File: config.mk
export PLATFORM = sky130hd
export DESIGN_NAME = evg_event_arbiter_flat
export DESIGN_NICKNAME = d
export VERILOG_FILES = /design/src/rtl/evg_event_pkg.sv /design/src/rtl/evg_event_arbiter_if.sv /design/src/rtl/evg_rr_arbiter.sv /design/src/rtl/evg_event_arbiter.sv /design/src/flat_wrapper.sv
export SDC_FILE = /design/constraint.sdc
export NUM_CORES = 1
export LEC_CHECK = 0
export CORE_MARGIN = 3
export CORE_UTILIZATION = 55
export CTS_CLUSTER_DIAMETER = 200
export CTS_CLUSTER_SIZE = 28
export DETAILED_ROUTE_END_ITERATION = 10
export PLACE_DENSITY = 0.86
export SYNTH_ARGS = -nofsm -noshare
export SYNTH_HDL_FRONTEND = slang
export SYNTH_SLANG_ARGS = --single-unit
File: constraint.sdc
create_clock -name evgTxClk -period 6.3 [get_ports evgTxClk]
set_clock_uncertainty 0.1 [all_clocks]
set_input_delay 1.26 -clock evgTxClk [delete_from_list [all_inputs] [get_ports evgTxClk]]
set_output_delay 1.26 -clock evgTxClk [all_outputs]
set_load 0.02 [all_outputs]
File: src/rtl/evg_event_pkg.sv
// Event-code constants and ToD shifter state type shared by the event arbiter slice.
package evg_event_pkg;

  localparam logic [7:0] EVCODE_NULL      = 8'h00;
  localparam logic [7:0] EVCODE_SHIFT0    = 8'h70;
  localparam logic [7:0] EVCODE_SHIFT1    = 8'h71;
  localparam logic [7:0] EVCODE_HEARTBEAT = 8'h7A;
  localparam logic [7:0] EVCODE_SECONDS   = 8'h7D;

  typedef enum logic {
    TOD_IDLE,
    TOD_SHIFT
  } todState_t;

endpackage

File: src/rtl/evg_event_arbiter_if.sv
// Sequencer code handshake into the event arbiter.
interface evg_event_arbiter_if;

  logic       evgSeqValid;
  logic [7:0] evgSeqCode;
  logic       evgSeqReady;

  modport master (output evgSeqValid, output evgSeqCode, input evgSeqReady);
  modport slave  (input evgSeqValid, input evgSeqCode, output evgSeqReady);

endinterface

File: src/rtl/evg_rr_arbiter.sv
// N-way round-robin arbiter: one-hot grant, pointer moves to one past the winner.
module evg_rr_arbiter #(
  parameter int unsigned N = 4
) (
  input  logic         clk,
  input  logic         rst,
  input  logic [N-1:0] req,
  output logic [N-1:0] grant
);

  localparam int unsigned PW = (N > 1) ? $clog2(N) : 1;

  logic [PW-1:0] ptr;
  logic [PW-1:0] ptrNext;
  logic          hit;

  // First pass searches from the pointer upward, second pass wraps to index 0.
  always_comb begin
    grant   = '0;
    ptrNext = ptr;
    hit     = 1'b0;
    for (int unsigned i = 0; i < N; i++) begin
      if (!hit && req[i] && (PW'(i) >= ptr)) begin
        hit      = 1'b1;
        grant[i] = 1'b1;
        ptrNext  = (i == N - 1) ? '0 : PW'(i + 1);
      end
    end
    for (int unsigned i = 0; i < N; i++) begin
      if (!hit && req[i]) begin
        hit      = 1'b1;
        grant[i] = 1'b1;
        ptrNext  = (i == N - 1) ? '0 : PW'(i + 1);
      end
    end
  end

  always_ff @(posedge clk or posedge rst) begin
    if (rst) ptr <= '0;
    else     ptr <= ptrNext;
  end

endmodule

File: src/rtl/evg_event_arbiter.sv
// Per-cycle event-code slot scheduler: heartbeat, PPS, sequencer, hardware triggers
// and the ToD seconds shifter share one registered 8-bit code per transmit clock.
module evg_event_arbiter
  import evg_event_pkg::*;
#(
  parameter int unsigned HARDWARE_TRIGGER_COUNT = 4,
  parameter int unsigned TOD_SECONDS_WIDTH      = 32,
  parameter int unsigned TOD_GAP                = 2
) (
  input  logic                                  evgTxClk,
  input  logic                                  evgTxReset,
  input  logic                                  evgHeartbeatRequest,
  input  logic                                  evgPPSmarker,
  input  logic [TOD_SECONDS_WIDTH-1:0]          evgSecondsNext,
  evg_event_arbiter_if.slave                    seq,
  input  logic [HARDWARE_TRIGGER_COUNT-1:0]     evgHwRequest,
  input  logic [8*HARDWARE_TRIGGER_COUNT-1:0]   evgHwCodes,
  input  logic                                  evgStatusClear,
  output logic [7:0]                            evgEventCode,
  output logic [HARDWARE_TRIGGER_COUNT-1:0]     evgHwDropped,
  output logic                                  evgTodOverrun,
  output logic                                  evgTodBusy
);

  localparam int unsigned N   = HARDWARE_TRIGGER_COUNT;
  localparam int unsigned W   = TOD_SECONDS_WIDTH;
  localparam int unsigned BCW = $clog2(W + 1);
  localparam logic [3:0]  GAP = 4'(TOD_GAP);

  logic           hbPend, ppsPend;
  logic [N-1:0]   hwPend, hwReq, hwGrant;
  logic           seqReady, grantHb, grantPps, grantSeq, grantShift;
  logic [7:0]     hwCode, codeNext;
  logic [W-1:0]   shadow, shiftReg, shiftNext;
  logic [BCW-1:0] bitCnt, bitCntNext;
  logic [3:0]     gapCnt, gapCntNext;
  todState_t      state, stateNext;

  // Each priority level only sees requests when everything above it is idle.
  always_comb begin
    grantHb    = hbPend;
    grantPps   = !hbPend && ppsPend;
    seqReady   = !hbPend && !ppsPend;
    grantSeq   = seqReady && seq.evgSeqValid;
    hwReq      = (seqReady && !seq.evgSeqValid) ? hwPend : '0;
    grantShift = (state == TOD_SHIFT) && (gapCnt == 4'd0) && seqReady
                 && !seq.evgSeqValid && !(|hwPend);
  end

  evg_rr_arbiter #(.N(N)) hwArb (
    .clk   (evgTxClk),
    .rst   (evgTxReset),
    .req   (hwReq),
    .grant (hwGrant)
  );

  always_comb begin
    hwCode = EVCODE_NULL;
    for (int unsigned i = 0; i < N; i++) begin
      if (hwGrant[i]) hwCode = evgHwCodes[8*i +: 8];
    end
    codeNext = EVCODE_NULL;
    if (grantHb)         codeNext = EVCODE_HEARTBEAT;
    else if (grantPps)   codeNext = EVCODE_SECONDS;
    else if (grantSeq)   codeNext = seq.evgSeqCode;
    else if (|hwGrant)   codeNext = hwCode;
    else if (grantShift) codeNext = shiftReg[W-1] ? EVCODE_SHIFT1 : EVCODE_SHIFT0;
  end

  // A fresh 0x7D always reloads, abandoning any bits still queued.
  always_comb begin
    stateNext  = state;
    shiftNext  = shiftReg;
    bitCntNext = bitCnt;
    gapCntNext = gapCnt;
    case (state)
      TOD_IDLE: begin
        if (grantPps) begin
          stateNext  = TOD_SHIFT;
          shiftNext  = shadow;
          bitCntNext = BCW'(W);
          gapCntNext = '0;
        end
      end
      TOD_SHIFT: begin
        if (grantPps) begin
          shiftNext  = shadow;
          bitCntNext = BCW'(W);
          gapCntNext = '0;
        end else if (grantShift) begin
          shiftNext  = shiftReg << 1;
          bitCntNext = bitCnt - 1'b1;
          gapCntNext = GAP;
          if (bitCnt == BCW'(1)) stateNext = TOD_IDLE;
        end else if (gapCnt != 4'd0) begin
          gapCntNext = gapCnt - 1'b1;
        end
      end
      default: stateNext = TOD_IDLE;
    endcase
  end

  assign evgTodBusy      = (state == TOD_SHIFT) || ppsPend;
  assign seq.evgSeqReady = seqReady;

  always_ff @(posedge evgTxClk or posedge evgTxReset) begin
    if (evgTxReset) begin
      hbPend        <= 1'b0;
      ppsPend       <= 1'b0;
      hwPend        <= '0;
      shadow        <= '0;
      shiftReg      <= '0;
      bitCnt        <= '0;
      gapCnt        <= '0;
      state         <= TOD_IDLE;
      evgEventCode  <= EVCODE_NULL;
      evgHwDropped  <= '0;
      evgTodOverrun <= 1'b0;
    end else begin
      hbPend        <= evgHeartbeatRequest | (hbPend & ~grantHb);
      ppsPend       <= evgPPSmarker | (ppsPend & ~grantPps);
      hwPend        <= evgHwRequest | (hwPend & ~hwGrant);
      if (evgPPSmarker) shadow <= evgSecondsNext;
      shiftReg      <= shiftNext;
      bitCnt        <= bitCntNext;
      gapCnt        <= gapCntNext;
      state         <= stateNext;
      evgEventCode  <= codeNext;
      evgHwDropped  <= (evgStatusClear ? '0 : evgHwDropped)
                       | (evgHwRequest & hwPend & ~hwGrant);
      evgTodOverrun <= (evgStatusClear ? 1'b0 : evgTodOverrun)
                       | (evgPPSmarker & evgTodBusy);
    end
  end

endmodule

File: src/flat_wrapper.sv
// flat-port wrapper written by rule: the top's interface ports become plain ports
module evg_event_arbiter_flat import evg_event_pkg::*;
#(
  parameter int unsigned HARDWARE_TRIGGER_COUNT = 4,
  parameter int unsigned TOD_SECONDS_WIDTH      = 32,
  parameter int unsigned TOD_GAP                = 2
)
  (evgTxClk, evgTxReset, evgHeartbeatRequest, evgPPSmarker, evgSecondsNext, evgHwRequest, evgHwCodes, evgStatusClear, evgEventCode, evgHwDropped, evgTodOverrun, evgTodBusy, seq_evgSeqValid, seq_evgSeqCode, seq_evgSeqReady);
  evg_event_arbiter_if seq_i ();
  input  logic evgTxClk;
  input  logic evgTxReset;
  input  logic evgHeartbeatRequest;
  input  logic evgPPSmarker;
  input  logic [TOD_SECONDS_WIDTH-1:0] evgSecondsNext;
  input  logic [HARDWARE_TRIGGER_COUNT-1:0] evgHwRequest;
  input  logic [8*HARDWARE_TRIGGER_COUNT-1:0] evgHwCodes;
  input  logic evgStatusClear;
  output logic [7:0] evgEventCode;
  output logic [HARDWARE_TRIGGER_COUNT-1:0] evgHwDropped;
  output logic evgTodOverrun;
  output logic evgTodBusy;
  input wire logic [$bits(seq_i.evgSeqValid)-1:0] seq_evgSeqValid;
  input wire logic [$bits(seq_i.evgSeqCode)-1:0] seq_evgSeqCode;
  output wire logic [$bits(seq_i.evgSeqReady)-1:0] seq_evgSeqReady;
  assign seq_i.evgSeqValid = seq_evgSeqValid;
  assign seq_i.evgSeqCode = seq_evgSeqCode;
  assign seq_evgSeqReady = seq_i.evgSeqReady;
  evg_event_arbiter #(.HARDWARE_TRIGGER_COUNT(HARDWARE_TRIGGER_COUNT), .TOD_SECONDS_WIDTH(TOD_SECONDS_WIDTH), .TOD_GAP(TOD_GAP)) u_core (.evgTxClk(evgTxClk), .evgTxReset(evgTxReset), .evgHeartbeatRequest(evgHeartbeatRequest), .evgPPSmarker(evgPPSmarker), .evgSecondsNext(evgSecondsNext), .seq(seq_i), .evgHwRequest(evgHwRequest), .evgHwCodes(evgHwCodes), .evgStatusClear(evgStatusClear), .evgEventCode(evgEventCode), .evgHwDropped(evgHwDropped), .evgTodOverrun(evgTodOverrun), .evgTodBusy(evgTodBusy));
endmodule
# After elaboration in Yosys (flattened, before gate mapping)
# Index checks and enable logic that the tools add are counted.
[totals] out_inout_bits=15 regBits=96 wordCells=125
[classes] n_bitwise=12 reduce_logical=38 order_cmp=4 n_eq_ne=4 muxes=53 add_sub_neg=2
[op_table] op="2-to-1 mux 32 bit" n=3
[op_table] op="2-to-1 mux 8 bit" n=9
[op_table] op="case mux 32 bit (2 select lines)" n=1
[op_table] op="2-to-1 mux 4 bit" n=6
[op_table] op="2-to-1 mux 1 bit" n=20
[op_table] op="logical AND 1 bit" n=19
[op_table] op="2-to-1 mux 6 bit" n=3
[op_table] op="2-to-1 mux 2 bit" n=8
[op_table] op="bitwise AND 4 bit" n=3
[op_table] op="case mux 6 bit (2 select lines)" n=1
[op_table] op="zero test 1 bit" n=11
[op_table] op="OR 4 bit" n=2
[op_table] op="case mux 4 bit (2 select lines)" n=1
[op_table] op="nonzero test 8 bit" n=1
[op_table] op="OR reduction 4 bit" n=2
[op_table] op="== test 6 x 1 -> 1 bit (second input constant)" n=1
[op_table] op="subtractor 6 x 1 -> 6 bit (second input constant)" n=1
[op_table] op="greater-or-equal comparator 1 x 2 -> 1 bit (first input constant)" n=2
[op_table] op="greater-or-equal comparator 2 bit (first input constant)" n=2
[op_table] op="zero test 4 bit" n=1
[op_table] op="!= test 4 x 2 -> 1 bit (second input constant)" n=1
[op_table] op="inverter 4 bit" n=1
[op_table] op="AND reduction 2 bit" n=2
[op_table] op="nonzero test 4 bit" n=1
[op_table] op="8 further kinds" n=11

# Longest topological paths before layout
# Gate-level depths: netlist of run 1.
[depth] depth_word=35 mapped_depth=9 ltp_nobuf=7

# Cells and area by module
# Synthesis of run 1 repeated with hierarchy kept, for this count alone.
[hier_totals] hier_cells=401 hier_area_um2=4466.8
[modules_own_cells] module="evg_event_arbiter" area_per_inst_um2=4220.3 instances=1 cells_each=367
[modules_own_cells] module="evg_rr_arbiter" area_per_inst_um2=246.5 instances=1 cells_each=34

# Worst setup path after synthesis of run 1
# No wires, ideal clock.
[synth_path] path_type="input to register" from="in seq_evgSeqValid" to="reg u_core.hwPend[1]" path_stages=6 slack_ns=3.380 path_buffers=2 required_time_ns=6.073 setup_time_ns=0.127 arrival_ns=2.693 cell_sequence="buf_6 > or3_4 > buf_6 > a2111oi_4 > nor2_1 > or2_2"
[synth_between] elab_chain_cells=26
[synth_lines] element="start: declaration" line="flat_wrapper.sv:22" source="input wire logic [$bits(seq_i.evgSeqValid)-1:0] seq_evgSeqValid;"
[synth_lines] element="zero test 1 bit *" line="evg_event_arbiter.sv:45" source="hwReq = (seqReady && !seq.evgSeqValid) ? hwPend : '0;"
[synth_lines] element="logical AND 1 bit *" line="evg_event_arbiter.sv:45"
[synth_lines] element="2-to-1 mux 4 bit *" line="evg_event_arbiter.sv:45"
[synth_lines] element="logical AND 1 bit" line="evg_rr_arbiter.sv:23" source="if (!hit && req[i] && (PW'(i) >= ptr)) begin"
[synth_lines] element="2-to-1 mux 1 bit" line="evg_rr_arbiter.sv:23"
[synth_lines] element="zero test 1 bit" line="evg_rr_arbiter.sv:23"
[synth_lines] element="logical AND 1 bit (2 in a row)" line="evg_rr_arbiter.sv:23"
[synth_lines] element="2-to-1 mux 1 bit" line="evg_rr_arbiter.sv:23"
[synth_lines] element="[9 not listed]"
[synth_lines] element="logical AND 1 bit" line="evg_rr_arbiter.sv:30" source="if (!hit && req[i]) begin"
[synth_lines] element="2-to-1 mux 1 bit" line="evg_rr_arbiter.sv:30"
[synth_lines] element="zero test 1 bit" line="evg_rr_arbiter.sv:30"
[synth_lines] element="logical AND 1 bit" line="evg_rr_arbiter.sv:30"
[synth_lines] element="2-to-1 mux 1 bit *" line="evg_rr_arbiter.sv:30"
[synth_lines] element="inverter 4 bit *" line="evg_event_arbiter.sv:122" source="hwPend <= evgHwRequest | (hwPend & ~hwGrant);"
[synth_lines] element="bitwise AND 4 bit *" line="evg_event_arbiter.sv:122"
[synth_lines] element="OR 4 bit *" line="evg_event_arbiter.sv:122"
[synth_lines] element="end signal: assignment" line="evg_event_arbiter.sv:122"
[synth_lines] element="end: declaration" line="evg_event_arbiter.sv:31" source="logic [N-1:0] hwPend, hwReq, hwGrant;"
# Every way passes the cells marked *; elsewhere a longest branch is shown, timed or not.
# A chain may end at the register's enable or synchronous reset.

# Final worst setup path of run 1
[layout_path] from="in seq_evgSeqValid" to="reg u_core.shiftReg[7]"
[layout_between] elab_chain_cells=5
[layout_lines] element="zero test 1 bit" line="evg_event_arbiter.sv:47" source="&& !seq.evgSeqValid && !(|hwPend);"
[layout_lines] element="logical AND 1 bit (2 in a row)" line="evg_event_arbiter.sv:47"
[layout_lines] element="!= test 3 x 1 -> 1 bit (no source line)"
[layout_lines] element="AND reduction 2 bit (no source line)"
[layout_lines] element="end signal: assignment" line="evg_event_arbiter.sv:124" source="shiftReg <= shiftNext;"
[layout_lines] element="end: declaration" line="evg_event_arbiter.sv:34" source="logic [W-1:0] shadow, shiftReg, shiftNext;"
# No other way between the ends.

==> results of run 1 <==
[worst max-delay path by stage]
| stage | startpoint | end | cells past startpoint |
|---|---|---|---|
| global route | seq_evgSeqValid | u_core.shiftReg[7] | 6 |
| floorplan | evgTxReset | u_core.bitCnt[0] | 1 |
| CTS | seq_evgSeqValid | u_core.shiftReg[7] | 6 |
| finish | seq_evgSeqValid | u_core.shiftReg[7] | 6 |
| global placement | seq_evgSeqValid | u_core.shiftReg[30] | 6 |
| detailed placement | seq_evgSeqValid | u_core.shiftReg[11] | 6 |
[final cells by class]
type	instances	area share, %
sequential	96	42.4
multi-input combinational	267	33.3
timing repair buffer	97	17.0
tap	102	2.25
clock buffer	9	2.19
clock inverter	7	2.03
inverter	12	0.839
[synthesized netlist by cell type (all sizes together) (2+ instances only)]
master,number,area share (%)
a2111oi,3,1.0
a211oi,2,0.34
a21o,4,0.67
a21oi,12,1.3
a221oi,5,0.98
a22o,2,0.39
a22oi,3,0.51
a32o,3,0.67
and2,2,0.28
buf,10,1.5
clkbuf,14,1.2
dfrtp,96,54
ha,3,0.84
inv,12,1.0
mux2,32,8.1
mux2i,32,7.2
nand2,49,4.1
nand2b,2,0.28
nand3,5,0.56
nand4,2,0.28
nor2,18,1.5
nor2b,3,0.42
nor3,3,0.59
nor3b,4,0.67
nor4,4,0.56
o21a,3,0.51
o21ai,39,4.4
o21bai,2,0.34
o221ai,2,0.39
o22ai,2,0.28
or2,4,0.56
xnor2,4,0.79
[logic make-up after synthesis]
logic type      count (synthesis)
fa+ha+maj                       3
flops                          96
xor+xnor                        5
mux                            64
buf+inv                        36
compound gates                 93
simple gates                  102
[cell usage in the layout, fill, tap and decap left out, types with 5 or more instances in the layout]
master	synthesis	routed
mux2_2	32	32
a21oi_1	12	12
nand3_1	5	5
o21ai_0	39	39
clkdlybuf4s50_1	0	95
nor2_1	18	18
dfrtp_1	96	96
clkbuf_8	0	9
a221oi_1	5	5
nand2_1	49	48
inv_1	12	11
mux2i_1	32	32
[stage by stage]
stage	hold slack (ns)	worst slack [ns]	util [%]	power, W	instance area (um^2)
finish	0.384	2.81	72.6	0.00163	5670
global route	0.406	2.61	72.6	0.00172	5670
CTS	0.391	2.85	72.6	0.00164	5670
detailed placement	0.362	2.48	69.5	0.00117	5430
global placement	0.352	2.53	69.5	0.00115	5430
floorplan	0.335	2.43	-	0.00103	4450
[worst min-delay path: cells and delay by family, from the launching register on]
| kind | cells | cell delay, ns |
|---|---|---|
| flops | 1 | 0.36 |
| simple gates | 2 | 0.10 |
[where the power goes]
group | total (W) | internal, W | switching (W) | leakage (nW)
Sequential | 0.000781 | 0.000709 | 0.0000728 | 1.14
Clock | 0.000465 | 0.000233 | 0.000232 | 0.116
Combinational | 0.000382 | 0.000190 | 0.000193 | 1.10
[state kept, by name, summed over array words and instances, names as in the netlist]
signal,count
u_core.bitCnt,6
u_core.evgEventCode,8
u_core.evgHwDropped,4
u_core.evgTodOverrun,1
u_core.gapCnt,4
u_core.grantHb,1
u_core.hwArb.ptr,2
u_core.hwPend,4
u_core.ppsPend,1
u_core.shadow,32
u_core.shiftReg,32
u_core.state,1
[metal layers]
metal	share of wire (%)	track usage [%]
met5	0	0
met4	2.2	7.70
met3	8.3	5.55
met2	47	37.1
met1	42	28.3
==> results.md, run 1 <==
- Period utilization: 55.4%
- Total grt overflow: 0
- Post-synthesis sequential area ratio: 54.0%
- Multi-input logic area: 0.00189 mm^2
- Synthesized netlist net count: 484
- Final WL: 9960 um
- Reg-to-Reg Start: u_core.hwArb.ptr[1]
- CP Cell Sequence: clkdlybuf4s50_1 -> nor3_4 -> nand4_1 -> and2_2 -> nand2_1 -> o21ai_0
- GRT Util Overall: 22.2%
- Initial Util: 57.0%
- Startpoint types: input pin
- Vias in the first global route: 3,301
- R2R depth: 5
- Status: completed
- Max frequency: 286 MHz
- Max FO, Critical Path: 63
- Max-cap violations: 0
- Storage cell area: 0.00240 mm^2
- Largest family of logic cells by synthesized area: multiplexers
- Post-synth EDFFs: 0
- TritonRoute pass-1 iters: 5
- # Post-CTS Setup Buffers: 0
- Compound-cell area share of the yosys netlist: 14.1%
- Slew headroom: 33.4%
- Post-synth design cell area: 0.00445 mm^2
- Final nets: 568
- Core area: 0.00781 mm^2
- Share of post-route cells with drive strength above 1: 12.5%
- Final routed DRC violation total: 0
- Antenna Nets Post-Route: 0
- Critical Path AT: 3.58 ns
- Post-CTS Hold Buffers: 0
- Fillcell total: 557
- Leak: 2.35 nW
- Avg Inst Size Synth: 11.2 um^2
- Sink of the worst hold path: u_core.shiftReg[0]
- Largest net degree at the start of global routing: 67
- TritonCTS clock tree: yes
- Synth unique cells: 56
- Die Y: 96.0 um
- Top FF cell, synth: dfrtp_1
- Mux share of post-synthesis cell area: 15.3%
- Simple-Gate Fraction of Synth Area: 11.1%
- Diodes inserted: 0
- H-tree Lvls: 3
- Critical path class: input pin to flip-flop
- Hold Crit Start: u_core.shadow[0]
- Setup TNS: 0 ns
- Placed cell count: 574
- Worst Setup End Kind: flip-flop
- Async S/R FF share, synth: 100%
- R2R Path End: u_core.hwArb.ptr[0]
- Req. time, crit path: 6.39 ns
- Post-synthesis instance total: 399
- DP HPWL: 6910 um
- Post_cts resized: 0
- Clk slew on worst S/H paths: 0.10 ns
- Wire per inst: 16.9 um
- Port Buffers: 96
- Total clock sinks: 96
- Root Buffer: clkbuf_8
- Tmin final: 3.49 ns
- HP Class: flip-flop to flip-flop
- Latest clock arrival within the worst-skew pair: 0.36 ns
- Synthesis-stage register bit count: 96
- Synth warnings: 0
- CP peak stage delay: 0.64 ns
- Post-Synth XOR/XNOR Area: 0.984%
- Detailed-route via count: 3,383
- Power density over the cells: 287 mW/mm^2
- Vias per cell: 5.73
- CP bufs+invs: 1
- First-pass GRT wire length: 15,700 um
- Row cnt: 32
- Num ports: 97
- Final Max Slew Viols: 0
- RSZ-0062 raised after global routing: false
- Count of final hold-check violations: 0
- Slowest cell on the critical path: clkdlybuf4s50_1
- Synth Area in Adders: 0.843%
- Maximum VDD drop: 0.190 mV
- Die Width: 96.0 um
- Clock tree buffer depth: 2
- Worst-Margin Slew: 0.996 ns
- Reg2Reg Setup Slack: 3.65 ns
- Non-Filler Instances: 590
- Initial DRC Count: 165
- Area grow syn2layout: 27.3%
- WHS Path Cells: 2
- Setup-failing EPs final: 0
- Initial antenna violation count: 0
- CTS buffer count: 9
- Die area: 0.00921 mm^2
- Crit path max-delay family: simple AND/OR/NAND/NOR gates
- RD Place Congestion: 0.906
No activity file was read; power rests on OpenSTA's default activity.
==> run 2, diff against run 1 <==
Settings changed: CORE_UTILIZATION 55 to 46, PLACE_DENSITY 0.86 to 0.76.
Clock period 6.3 ns to 3 ns, I/O delays scaled along.
==> run 2 against run 1 <==
Global-route usage down 2.6 points. Critical path depth down 1. Clock power up 80%. Combinational power up 110%. Critical endpoint is now u_core.hwArb.ptr[0]. Highest routed layer unchanged. Setup slack worse by 2.5 ns. Sequential share of layout area down 0.59 points. First-iteration DRC count up 50%. Hold slack worse by 0.0049 ns. Wire length up 3.3%.
==> results.md, run 2 (synthesis results as in run 1) <==
- Status: completed
- Die Y: 104 um
- Power density over the cells: 573 mW/mm^2
- Clk slew on worst S/H paths: 0.09 ns
- Leak: 2.38 nW
- Period utilization: 89.2%
- Post_cts resized: 0
- Root Buffer: clkbuf_8
- Count of final hold-check violations: 0
- DP HPWL: 7390 um
- RSZ-0062 raised after global routing: false
- Req. time, crit path: 3.13 ns
- Core area: 0.00933 mm^2
- Final nets: 578
- Largest net degree at the start of global routing: 64
- Startpoint types: flip-flop
- CTS buffer count: 9
- HP Class: flip-flop to flip-flop
- Vias in the first global route: 3,515
- Share of post-route cells with drive strength above 1: 13.9%
- # Post-CTS Setup Buffers: 0
- Latest clock arrival within the worst-skew pair: 0.36 ns
- Max-cap violations: 0
- Worst-Margin Slew: 0.922 ns
- End-of-flow core utilization: 61.6%
- Die area: 0.0109 mm^2
- Num ports: 97
- Worst Setup End Kind: flip-flop
- Row cnt: 35
- Setup-failing EPs final: 0
- Max frequency: 374 MHz
- WHS: 0.379 ns
- Setup TNS: 0 ns
- Vias per cell: 5.51
- Clock tree buffer depth: 2
- RD Place Congestion: 0.938
- Diodes inserted: 0
- Regs by FF count: u_core.shadow: 32 flops, u_core.shiftReg: 32 flops, u_core.evgEventCode: 8 flops
- Initial DRC Count: 248
- First-pass GRT wire length: 17,400 um
- Critical path class: flip-flop to flip-flop
- Die Width: 104 um
- Maximum VDD drop: 0.310 mV
- Max FO, Critical Path: 12
- Wire per inst: 16.4 um
- CP Cell Sequence: xor2_1 -> a2111oi_0 -> and2_1 -> inv_1 -> a311oi_1
- Post-CTS Hold Buffers: 0
- Detailed-route via count: 3,448
- Initial antenna violation count: 0
- CP peak stage delay: 0.72 ns
- Commonest non-fill, non-tap cells in the layout: clkdlybuf4s50_1 (96), dfrtp_1 (96), nand2_1 (48), o21ai_0 (39)
- Slowest cell on the critical path: a2111oi_0
- TritonCTS clock tree: yes
- Slew headroom: 38.5%
- Final routed DRC violation total: 0
- CP bufs+invs: 1
- Initial Util: 47.7%
- Critical Path AT: 2.81 ns
- Reg2Reg Setup Slack: 0.33 ns
- Total clock sinks: 96
- Area grow syn2layout: 29.1%
- Port Buffers: 96
- Antenna Nets Post-Route: 0
- Final Max Slew Viols: 0
- Tmin final: 2.67 ns
- TritonRoute pass-1 iters: 5
- GRT Util Overall: 19.7%
- Crit path max-delay family: compound AO/OA/AOI/OAI gates
- H-tree Lvls: 3
- Total grt overflow: 0
- Final WL: 10,300 um
[run 2: cell count changes in the layout (fill, tap and decap cells not counted), sizes merged]
cell,change
buf,+9
inv,-1
clkdlybuf4s50,+1
clkinvlp,+2
bufinv,-1
clkinv,-1
[run 2: area by class of cell]
class / count / area [um^2]
fill: 781 / 3580
sequential: 96 / 2400
multi-input combinational: 267 / 1890
timing repair buffer: 107 / 1060
tap: 129 / 161
clock buffer: 9 / 124
clock inverter: 6 / 67.6
inverter: 12 / 48.8
[run 2: stage by stage]
stage	worst slack [ns]	instances	power [W]	instance area (um^2)
final	0.325	626	0.00329	5750
after CTS	0.390	626	0.00332	5750
after detailed placement	0.223	611	0.00247	5560
after floorplan	0.740	399	0.00217	4450
after global placement	0.323	611	0.00243	5560
after global routing	0.226	626	0.00351	5750
[run 2: path summary, 6_finish.rpt]
kind,startpoint,endpoint,cells past startpoint
hold reg to reg,u_core.shadow[0],u_core.shiftReg[0],2
max in group asynchronous,evgTxReset,u_core.shiftReg[13],3
setup reg to reg,u_core.hwArb.ptr[1],u_core.hwArb.ptr[0],5
setup / recovery,u_core.hwArb.ptr[1],u_core.hwArb.ptr[0],5
hold / removal,u_core.shadow[0],u_core.shiftReg[0],2
min in group asynchronous,evgTxReset,u_core.shiftReg[5],2
[run 2: metal layers]
layer	vias up	part of all wire [%]	routed length, um	global-route usage, %
li1	1607	-	-	-
met1	1649	43	4390	25.7
met2	171	48	4930	32.1
met3	21	7.6	783	5.59
met4	0	1.8	180	5.32
met5	-	0	0	0
[run 2: where the power goes]
group	total [W]	leakage, nW	switching [W]	internal, W
combinational	0.000812	1.15	0.000404	0.000408
sequential	0.00164	1.14	0.000154	0.00149
clock	0.000838	0.0921	0.000453	0.000385
total	0.00329	2.38	0.00101	0.00228
[run 2: worst register-to-register path, cell delays in order (launching register included)]
cell and delay, ns:
dfrtp_1 0.53, xor2_1 0.23, a2111oi_0 0.72, and2_1 0.49, inv_1 0.13, a311oi_1 0.36
==> run 3, diff against run 2 <==
Settings changed: CORE_MARGIN 3 to 1.5.
==> run 3 against run 2 <==
Clock-buffer cell count increased by 2. Non-clock buffer count decreased by 2. Critical path depth decreased by 3. Sequential power about the same. Highest routed layer unchanged.
==> results.md, run 3 (synthesis results as in run 1) <==
- Status: completed
- Regs by FF count: u_core.shadow: 32 flops, u_core.shiftReg: 32 flops, u_core.evgEventCode: 8 flops
- GRT Util Overall: 20.4%
- RD Place Congestion: 0.887
- Final Max Slew Viols: 0
- Worst-Margin Slew: 0.927 ns
- Critical Path AT: 1.95 ns
- CTS buffer count: 9
- Req. time, crit path: 2.30 ns
- Initial Util: 47.7%
- Antenna Nets Post-Route: 0
- Final routed DRC violation total: 0
- TritonCTS clock tree: yes
- Latest clock arrival within the worst-skew pair: 0.35 ns
- CP Cell Sequence: nor2_1 -> clkdlybuf4s50_1
- Tmin final: 2.65 ns
- Slowest cell on the critical path: clkdlybuf4s50_1
- Num ports: 97
- Total power: 0.00328 W
- Count of final hold-check violations: 0
- Wire per inst: 15.7 um
- Die Width: 101 um
- Share of post-route cells with drive strength above 1: 13.3%
- Total clock sinks: 96
- HP Class: flip-flop to flip-flop
- Maximum VDD drop: 0.295 mV
- Diodes inserted: 0
- Root Buffer: clkbuf_8
- Fillcell total: 780
- Leak: 2.38 nW
- Post_cts resized: 0
- Row cnt: 35
- TritonRoute pass-1 iters: 4
- Total grt overflow: 0
- Max-cap violations: 0
- First-pass GRT wire length: 16,400 um
- Worst Setup End Kind: output pin
- DP HPWL: 7190 um
- Period utilization: 88.5%
- Core area: 0.00933 mm^2
- RSZ-0062 raised after global routing: false
- Final nets: 576
- Die area: 0.0103 mm^2
- Die Y: 101 um
- Power density over the cells: 571 mW/mm^2
- Initial DRC Count: 144
- Slew headroom: 38.2%
- Worst setup margin: 0.346 ns
- Setup-failing EPs final: 0
- Area grow syn2layout: 29.0%
- Critical path class: flip-flop to output pin
- Max frequency: 377 MHz
- Largest net degree at the start of global routing: 64
- CP peak stage delay: 0.69 ns
- # Post-CTS Setup Buffers: 0
- Port Buffers: 96
- Vias per cell: 5.46
- Commonest non-fill, non-tap cells in the layout: clkdlybuf4s50_1 (96), dfrtp_1 (96), nand2_1 (48), o21ai_0 (39)
- Placed cell area: 0.00555 mm^2
- Final WL: 9840 um
- Post-place setup slack: 0.200 ns
- Post-CTS Hold Buffers: 0
- Startpoint types: flip-flop
- Detailed-route via count: 3,413
- Clk slew on worst S/H paths: 0.09 ns
- Setup TNS: 0 ns
- H-tree Lvls: 3
- Initial antenna violation count: 0
- Clock tree buffer depth: 2
- End-of-flow core utilization: 61.6%
- Vias in the first global route: 3,480
- Max FO, Critical Path: 9
- Final Cell Area: 0.00574 mm^2
==> run 3: path summary, 6_finish.rpt <==
path | start | to | slack [ns] | cells after the start
setup / recovery | u_core.grantHb | seq_evgSeqReady | 0.35 | 2
hold / removal | u_core.shiftReg[30] | u_core.shiftReg[30] | 0.38 | 2
setup reg to reg | u_core.hwArb.ptr[1] | u_core.hwArb.ptr[0] | 0.38 | 5
hold reg to reg | u_core.shiftReg[30] | u_core.shiftReg[30] | 0.38 | 2
max in group asynchronous | evgTxReset | u_core.hwPend[0] | 1.64 | 3
min in group asynchronous | evgTxReset | u_core.shiftReg[12] | 0.57 | 2
==> run 3: per-stage QoR <==
step	cells	hold WS [ns]
after floorplan	399	0.335
after CTS	625	0.389
final	625	0.384
after global placement	609	0.360
after global routing	625	0.412
after detailed placement	609	0.370
==> run 3: layout make-up <==
type                    instances  area (um^2)  area share [%]
clock inverters                 5         57.6            1.00
multi-input cells             267         1890            32.9
well taps                     129          161            2.81
flip-flops and latches         96         2400            41.8
repair buffers                105         1050            18.3
inverters                      12         48.8           0.850
clock buffers                  11          131            2.29
==> run 3: critical path, delay by kind of cell, from the launching register on <==
family	cells	cell delay, ns
buffers and inverters	1	0.69
DFF	1	0.52
and+or+nand+nor	1	0.40
==> run 3: metal layers <==
metal	GRT usage [%]	vias up	routed length [um]
met5	0	-	0
met2	35.3	127	4770
li1	-	1621	-
met4	7.48	0	156
met1	25.7	1652	4330
met3	3.86	13	586
==> run 3: report_power, final <==
group | total (W) | switching [W] | internal (W)
combinational | 0.000818 | 0.000410 | 0.000408
clock | 0.000823 | 0.000437 | 0.000387
sequential | 0.00164 | 0.000149 | 0.00149
